--- config.mk ---
export PLATFORM = sky130hd
export DESIGN_NAME = hd44780_bus_writer
export DESIGN_NICKNAME = d
export VERILOG_FILES = /design/src/rtl/hd44780_pkg.sv /design/src/rtl/hd44780_bus_writer_delay_timer.sv /design/src/rtl/hd44780_bus_writer.sv
export SDC_FILE = /design/constraint.sdc
export NUM_CORES = 1
export LEC_CHECK = 0
export BUFFER_PORTS_ARGS = -buffer_cell sky130_fd_sc_hd__buf_2
export CAP_MARGIN = 0
export CORE_MARGIN = 2
export CORE_UTILIZATION = 49
export DETAILED_ROUTE_END_ITERATION = 6
export PLACE_DENSITY = 0.8
export SYNTH_ARGS = -nofsm -noshare
export SYNTH_HDL_FRONTEND = slang
export SYNTH_HIERARCHICAL = 1
export SYNTH_SLANG_ARGS = --single-unit
--- constraint.sdc ---
create_clock -name clk -period 2.8 [get_ports clk]
set_input_delay 0.42 -clock clk [delete_from_list [all_inputs] [get_ports clk]]
set_output_delay 0.42 -clock clk [all_outputs]
set_load 0.005 [all_outputs]
--- src/rtl/hd44780_pkg.sv ---
// Shared types and helpers for the HD44780 write-side bus driver.
// Holds the phase encoding, the slow command bytes and the long-wait decode.
package hd44780_pkg;

   typedef enum logic [2:0] {
      ST_IDLE,
      ST_SETUP,
      ST_PULSE,
      ST_HOLD,
      ST_WAIT
   } state_t;

   localparam logic [7:0] CMD_CLEAR    = 8'h01;
   localparam logic [7:0] CMD_HOME     = 8'h02;
   // 0x03 also decodes as return-home on the controller
   localparam logic [7:0] CMD_HOME_ALT = 8'h03;

   function automatic logic needs_long_wait(input logic       rs,
                                            input logic [7:0] data,
                                            input logic       force_long);
      return force_long ||
             (!rs && (data == CMD_CLEAR || data == CMD_HOME || data == CMD_HOME_ALT));
   endfunction

endpackage

--- src/rtl/hd44780_bus_writer_delay_timer.sv ---
// Loadable down-counter: load with (cycles-1); done is high while the count is zero,
// so a phase loaded with N-1 ends after exactly N cycles.
module delay_timer #(
   parameter int N = 4
) (
   input  logic         clk,
   input  logic         rst,
   input  logic         load,
   input  logic [N-1:0] value,
   output logic         done
);

   logic [N-1:0] count;

   always_ff @(posedge clk) begin
      if (!rst) begin
         count <= '0;
      end else if (load) begin
         count <= value;
      end else if (count != '0) begin
         count <= count - 1'b1;
      end
   end

   assign done = (count == '0);

endmodule

--- src/rtl/hd44780_bus_writer.sv ---
// HD44780 write-side bus driver: one byte or nibble per valid/ready transfer,
// with programmable setup, enable-pulse, hold and post-command wait times.
module hd44780_bus_writer
   import hd44780_pkg::*;
#(
   parameter bit FOUR_BIT       = 1'b0,
   parameter int SETUP_CYC      = 2,
   parameter int PULSE_CYC      = 12,
   parameter int HOLD_CYC       = 2,
   parameter int WAIT_SHORT_CYC = 2000,
   parameter int WAIT_LONG_CYC  = 80000
) (
   input  logic       clk,
   input  logic       rst,
   // Handshake: a transfer is accepted on a rising edge where in_valid && in_ready.
   // in_ready is high only in IDLE; requests while busy are ignored, not queued.
   input  logic       in_valid,
   output logic       in_ready,
   input  logic       in_rs,
   input  logic [7:0] in_data,
   input  logic       in_nibble,
   input  logic       in_long,
   output logic       lcd_rs,
   output logic       lcd_rw,
   output logic       lcd_e,
   output logic [7:0] lcd_db,
   output state_t     dbg_state
);

   localparam int MAX_A = (SETUP_CYC > PULSE_CYC) ? SETUP_CYC : PULSE_CYC;
   localparam int MAX_B = (HOLD_CYC > WAIT_SHORT_CYC) ? HOLD_CYC : WAIT_SHORT_CYC;
   localparam int MAX_C = (MAX_A > MAX_B) ? MAX_A : MAX_B;
   localparam int MAXC  = (MAX_C > WAIT_LONG_CYC) ? MAX_C : WAIT_LONG_CYC;
   localparam int TW    = (MAXC > 1) ? $clog2(MAXC) : 1;

   state_t        state, state_n;
   logic          accept;
   logic          timer_load;
   logic [TW-1:0] timer_value;
   logic          timer_done;
   logic [3:0]    lo_nibble_q;
   logic          beat_pending_q;
   logic          long_q;

   assign accept    = (state == ST_IDLE) && in_valid && in_ready;
   assign lcd_rw    = 1'b0;
   assign dbg_state = state;

   delay_timer #(.N(TW)) u_timer (
      .clk   (clk),
      .rst   (rst),
      .load  (timer_load),
      .value (timer_value),
      .done  (timer_done)
   );

   // Every phase entry reloads the timer with (phase length - 1)
   always_comb begin
      state_n     = state;
      timer_load  = 1'b0;
      timer_value = TW'(SETUP_CYC - 1);
      unique case (state)
         ST_IDLE: begin
            if (accept) begin
               state_n     = ST_SETUP;
               timer_load  = 1'b1;
               timer_value = TW'(SETUP_CYC - 1);
            end
         end
         ST_SETUP: begin
            if (timer_done) begin
               state_n     = ST_PULSE;
               timer_load  = 1'b1;
               timer_value = TW'(PULSE_CYC - 1);
            end
         end
         ST_PULSE: begin
            if (timer_done) begin
               state_n     = ST_HOLD;
               timer_load  = 1'b1;
               timer_value = TW'(HOLD_CYC - 1);
            end
         end
         ST_HOLD: begin
            if (timer_done) begin
               timer_load = 1'b1;
               if (beat_pending_q) begin
                  state_n     = ST_SETUP;
                  timer_value = TW'(SETUP_CYC - 1);
               end else begin
                  state_n     = ST_WAIT;
                  timer_value = long_q ? TW'(WAIT_LONG_CYC - 1) : TW'(WAIT_SHORT_CYC - 1);
               end
            end
         end
         ST_WAIT: begin
            if (timer_done) state_n = ST_IDLE;
         end
         default: state_n = ST_IDLE;
      endcase
   end

   always_ff @(posedge clk) begin
      if (!rst) begin
         state          <= ST_IDLE;
         in_ready       <= 1'b0;
         lcd_e          <= 1'b0;
         lcd_rs         <= 1'b0;
         lcd_db         <= 8'h00;
         lo_nibble_q    <= 4'h0;
         beat_pending_q <= 1'b0;
         long_q         <= 1'b0;
      end else begin
         state    <= state_n;
         in_ready <= (state_n == ST_IDLE);
         lcd_e    <= (state_n == ST_PULSE);
         if (accept) begin
            lcd_rs         <= in_rs;
            lcd_db         <= FOUR_BIT ? {in_data[7:4], 4'h0} : in_data;
            lo_nibble_q    <= in_data[3:0];
            beat_pending_q <= FOUR_BIT && !in_nibble;
            long_q         <= needs_long_wait(in_rs, in_data, in_long);
         end else if (state == ST_HOLD && state_n == ST_SETUP) begin
            // second beat of a 4-bit byte carries the low nibble on the upper lines
            lcd_db         <= {lo_nibble_q, 4'h0};
            beat_pending_q <= 1'b0;
         end
      end
   end

endmodule
; After elaboration in Yosys (flattened, before gate mapping)
; Cells that the tools add are included.
[word_totals]
reg_bits = 36
input_bits = 14
wordCells = 50
[classes]
addsub = 1
eq_ne = 9
n_mux = 17
reduce_logical = 15
[op_table]
columns = operator, n
row1 = 17-bit 2-to-1 mux, 4
row2 = 17-bit case mux with 2 select lines, 1
row3 = 17-bit zero test, 1
row4 = 17-bit nonzero test, 1
row5 = 17-bit by 1-bit subtractor with 17-bit output (second input constant), 1
row6 = 8-bit by 2-bit == test with 1-bit output (second input constant), 2
row7 = 8-bit 2-to-1 mux, 2
row8 = 3-bit 2-to-1 mux, 5
row9 = 3-bit case mux with 5 select lines, 1
row10 = 3-bit by 2-bit == test with 1-bit output (second input constant), 3
row11 = 8-bit by 1-bit == test with 1-bit output (second input constant), 1
row12 = 3-bit by 1-bit == test with 1-bit output (second input constant), 2
row13 = 3-bit zero test, 2
row14 = 1-bit logical AND, 4
row15 = 4-bit 2-to-1 mux, 1
row16 = 2-bit nonzero test, 2
row17 = 3-bit == test (second input constant), 1
row18 = 1-bit logical OR, 3
row19 = 3-bit OR reduction, 1
row20 = 1-bit 2-to-1 mux, 2
row21 = 1-bit case mux with 2 select lines, 1
row22 = 1-bit zero test, 1

; Logic depth before layout (Yosys ltp)
[depth]
depth_word = 9
ltp_mapped = 12
depth_no_buf = 12

; By module
; The synthesis kept the hierarchy.
[by_module_without_submodules]
columns = mod, n_inst, cells_per_inst, area_each_um2, seq_area_each_um2
row1 = delay_timer, 1, 111, 919.6, 340.3
row2 = hd44780_bus_writer, 1, 81, 716.9, 300.3

; Worst setup path after synthesis
; No wires, ideal clock.
[synth_timing]
path_kind = register to register
startpoint = register u_timer.count[0]
endpoint = register u_timer.count[13]
setup_ps = 70
arrival_time_ps = 2838
t_required_ps = 2730
setup_slack_ps = -108
stages_incl_launch_ff = 13
n_path_buf = 0
synth_period_minus_slack_ps = 2908
path_cell_list = dfxtp_1 -> inv_1 -> ha_1 -> or4b_4 -> nor4b_4 -> nand2_1 -> inv_1 -> nand2_1 -> nor3b_1 -> and2_1 -> nand2_1 -> a31o_2 -> a21oi_1
[synth_via]
elab_chain_len = 4
[synth_lines]
columns = element, line_no
row1 = "start, declared", hd44780_bus_writer_delay_timer.sv:13  ; logic [N-1:0] count;
row2 = "start signal, assigned", hd44780_bus_writer_delay_timer.sv:19  ; count <= value;
row3 = "start signal, assigned", hd44780_bus_writer_delay_timer.sv:21  ; count <= count - 1'b1;
row4 = 17-bit zero test *, hd44780_bus_writer_delay_timer.sv:25  ; assign done = (count == '0);
row5 = via timer_done, hd44780_bus_writer.sv:40  ; logic timer_done;
row6 = 17-bit 2-to-1 mux / 1-bit 2-to-1 mux (equally long branches), "hd44780_bus_writer.sv:85, hd44780_bus_writer.sv:71, hd44780_bus_writer.sv:78"
row7 = 17-bit case mux with 2 select lines / 1-bit case mux with 2 select lines (equally long branches), hd44780_bus_writer.sv:62  ; unique case (state)
row8 = 17-bit 2-to-1 mux / 2-bit nonzero test (equally long branches), --
; The timed path passes the listed nets; every way through them passes the cells marked *. The select of a mux whose other input is x is not followed.
; A chain may end at the register's enable or synchronous reset.

; Worst setup path after layout
[layout_timing]
startpoint = register u_timer.count[1]
endpoint = register u_timer.count[13]
[layout_via]
elab_chain_len = 4
[layout_lines]
columns = element, line_no
row1 = 17-bit zero test *, hd44780_bus_writer_delay_timer.sv:25
row2 = via timer_done, hd44780_bus_writer.sv:40
row3 = 1-bit 2-to-1 mux *, "hd44780_bus_writer.sv:71, hd44780_bus_writer.sv:78, hd44780_bus_writer.sv:85"
row4 = 1-bit case mux with 2 select lines *, hd44780_bus_writer.sv:62
row5 = via timer_load, hd44780_bus_writer.sv:38  ; logic timer_load;
row6 = 17-bit 2-to-1 mux / 2-bit nonzero test (equally long branches), --
; Marked as above.

==> results.cfg <==
[sta]
finClkSkew_ns = 0.01001
tns_ns = 0
finalHoldViolCount = 0
max_slew_margin_pct = 46.89
rsz0062_at_grt = no
setup_viol = 0
worst_pin_slew_ns = 0.7955
drv_slew = 0
period_share_pct = 93.99
fin_crit_ns = 2.632
max_clock_freq_mhz = 380.0

[global_route]
antenna_found_initial = 0
grt.total_usage_pct = 20.89
use_met1_pct = 27.68
grt_pass1_wl_um = 5830
grt_pass1_vias = 1330
grt_overflow = 0
busiest_layer = met2
grt_max_degree = 30
use_met3_pct = 9.110
grt_use_met2_pct = 31.73

[clock_network]
cts.clk_slew.worst_paths_ns = 0.10
cts_tree = done
hold_buffers = 0
clock_sinks = 32
htreeDepth = 2
cts_buffers = 5
clk-insertion-delay-late_ns = 0.33
root_buffer = clkbuf_4
cts.path.max_buffers = 2

[floorplanning]
fp.dieH_um = 61.79
coreArea_um2 = 3103
rows = 20
fp.dieArea_um2 = 3818
die_x_um = 61.79
pin_count = 29
start_util_pct = 52.74

[synth]
ys.flop_type = dfxtp_1
synth_cell_types = 48
syn_inst = 192
synth-seq-area-share_pct = 39.14
ys_warn_count = 6
synth_edf_count = 0
synth_async_sr_flop_share_pct = 0
avgSynthCellArea_um2 = 8.524
ys_seq_elements = 32
netlist_area_um2 = 1637

[finish]
nets = 248
drive_gt1_share_pct = 26.07
num_antenna_cells = 0
areaGrowthSynthToFinish_pct = 20.41

[setup_path]
endpoint_kind = flip-flop
path_class = flip-flop to flip-flop
required_ns = 3.06
critPathMaxFanout = 5
crit_arrival_ns = 2.89
startpoint_type = flip-flop

[pwr]
p_comb_share_pct = 52.6
ir_drop_uv = 517.4
intPower_uw = 1248
power_frac_seq_pct = 34.0
cellPowerDensity_nw_per_um2 = 1022
finalPower_uw = 2014
clkPwrFrac_pct = 13.4
p_sw_share_pct = 38.05
p_sw_uw = 766.1
p_leak_uw = 0.0008187

[route]
drc_errors = 0
routedWlPerCell_um = 12.72
drt_first_pass_iters = 4
drt_iter0_drc = 64
num_vias = 1523
wirelength_um = 3536
drt-vias-per-instance = 5.478
antenna_left = 0

[run_status]
status = finished, final reports clean

[placement]
portBuffers = 26
hpwl_um = 2609
routabilityCongestion = 0.7916

[min_path]
worstHoldPathType = primary input to flip-flop

[flow_run]
drv_cap = 0
## worst paths after layout
path / from / cells past startpoint / slack [ns] / end
setup / recovery: u_timer/count[1]$_SDFFE_PN0P_ / 12 / 0.17 / u_timer/count[13]$_SDFFE_PN0P_
hold / removal: in_data[4] / 3 / 0.37 / lcd_db[4]$_SDFFE_PN0P_
setup reg to reg: u_timer/count[1]$_SDFFE_PN0P_ / 12 / 0.17 / u_timer/count[13]$_SDFFE_PN0P_
hold reg to reg: lcd_rs$_SDFFE_PN0P_ / 2 / 0.48 / lcd_rs$_SDFFE_PN0P_
## cell type report
class | instances | area, µm²
fillers | 296 | 1132
multi-input cells | 147 | 947.2
flip-flops and latches | 32 | 640.6
repair buffers | 42 | 250.2
clock buffers | 8 | 58.81
well taps | 44 | 55.05
inverters | 5 | 18.77
## synthesized netlist by cell type (2+ instances only)
library cell | instances | share of area, %
dfxtp_1 | 32 | 39
nand2_1 | 22 | 5.0
o21ai_0 | 19 | 5.8
a21oi_1 | 12 | 3.7
nor2_1 | 10 | 2.3
nand3b_1 | 9 | 4.1
xnor2_1 | 8 | 4.3
nor3_1 | 7 | 2.1
clkbuf_1 | 6 | 1.4
nor4_1 | 6 | 2.3
and2_1 | 4 | 1.5
inv_1 | 4 | 0.92
nand2b_1 | 4 | 1.5
xor2_1 | 4 | 2.1
or2_2 | 3 | 1.1
or3_1 | 3 | 1.1
buf_2 | 2 | 0.61
conb_1 | 2 | 0.46
mux2_2 | 2 | 1.4
nor2b_1 | 2 | 0.76
o211a_1 | 2 | 1.2
o31ai_1 | 2 | 0.92
or4_1 | 2 | 0.92
## power by group through the flow
stage	clock, µW	combinational (µW)	sequential, µW
finish	269	1060	685
detailed placement	0	1040	691
global placement	0	1010	686
global route	305	1160	704
floorplan	0	722	677
CTS	276	1050	683
## worst max-delay path, cell delays in order, from the launching register on
cell and delay (ns):
dfxtp_1 0.35, inv_1 0.06, ha_1 0.15, or4b_4 0.50
nor4b_4 0.28, nand2_1 0.10, inv_1 0.14, o21ai_0 0.13
a21oi_2 0.23, and2_4 0.20, nand2_1 0.07, a31o_2 0.24
a21oi_1 0.10
## routing by layer
layer	part of all wire (%)	routed length (µm)
met1	46	1638
met3	5.7	200
met2	47	1676
met4	0.59	21
met5	0	0
## cell usage in the layout (no fill, tap or decap), types with 3 or more instances in the layout
cell type / n
nor3_1: 7
conb_1: 4
xor2_1: 4
buf_2: 26
or3_1: 3
dfxtp_1: 32
or2_2: 3
buf_4: 16
nand2b_1: 4
clkbuf_4: 5
a21oi_1: 11
nor4_1: 6
nand3b_1: 9
xnor2_1: 8
nor2_1: 10
nand2_1: 22
inv_1: 4
o21ai_0: 19
## metrics by stage
| stage | setup slack [ns] | area [µm²] | util (%) | hold slack (ns) | std cells |
|---|---|---|---|---|---|
| 6_report | 0.1682 | 1971 | 63.51 | 0.3671 | 278 |
| 5_1_grt | 0.005802 | 1971 | 63.51 | 0.3465 | 278 |
| 4_1_cts | 0.06675 | 1962 | 63.23 | 0.3595 | 278 |
| 3_5_place_dp | 0.1100 | 1903 | 61.33 | 0.4646 | 270 |
| 3_3_place_gp | 0.1384 | 1903 | 61.33 | 0.4610 | 270 |
| 2_1_floorplan | 0.006152 | 1649 | - | 0.4635 | 194 |
## cell families after synthesis
group,count (synthesis),synth area share [%]
other,2,0.4589
XOR/XNOR,12,6.422
adder cells (fa/ha/maj),1,0.7644
flip-flops,32,39.14
buffers and inverters,15,4.281
AO/OA/AOI/OAI,46,17.20
multiplexers,3,1.988
AND/OR/NAND/NOR,81,29.74
## repair_timing
item | CTS | global route
setup buffers | 0 | 0
setup endpoints to repair | 0 | 11
resized for setup | 0 | 4
## registers in the layout (all words and copies together), names as in the netlist
| signal | cells |
|---|---|
| u_timer/count | 17 |
| lcd_db | 8 |
| in_ready | 1 |
| lcd_rs | 1 |
| lcd_e | 1 |
| long_q | 1 |
| dbg_state | 3 |
No activity file was read; power rests on OpenSTA's default activity.
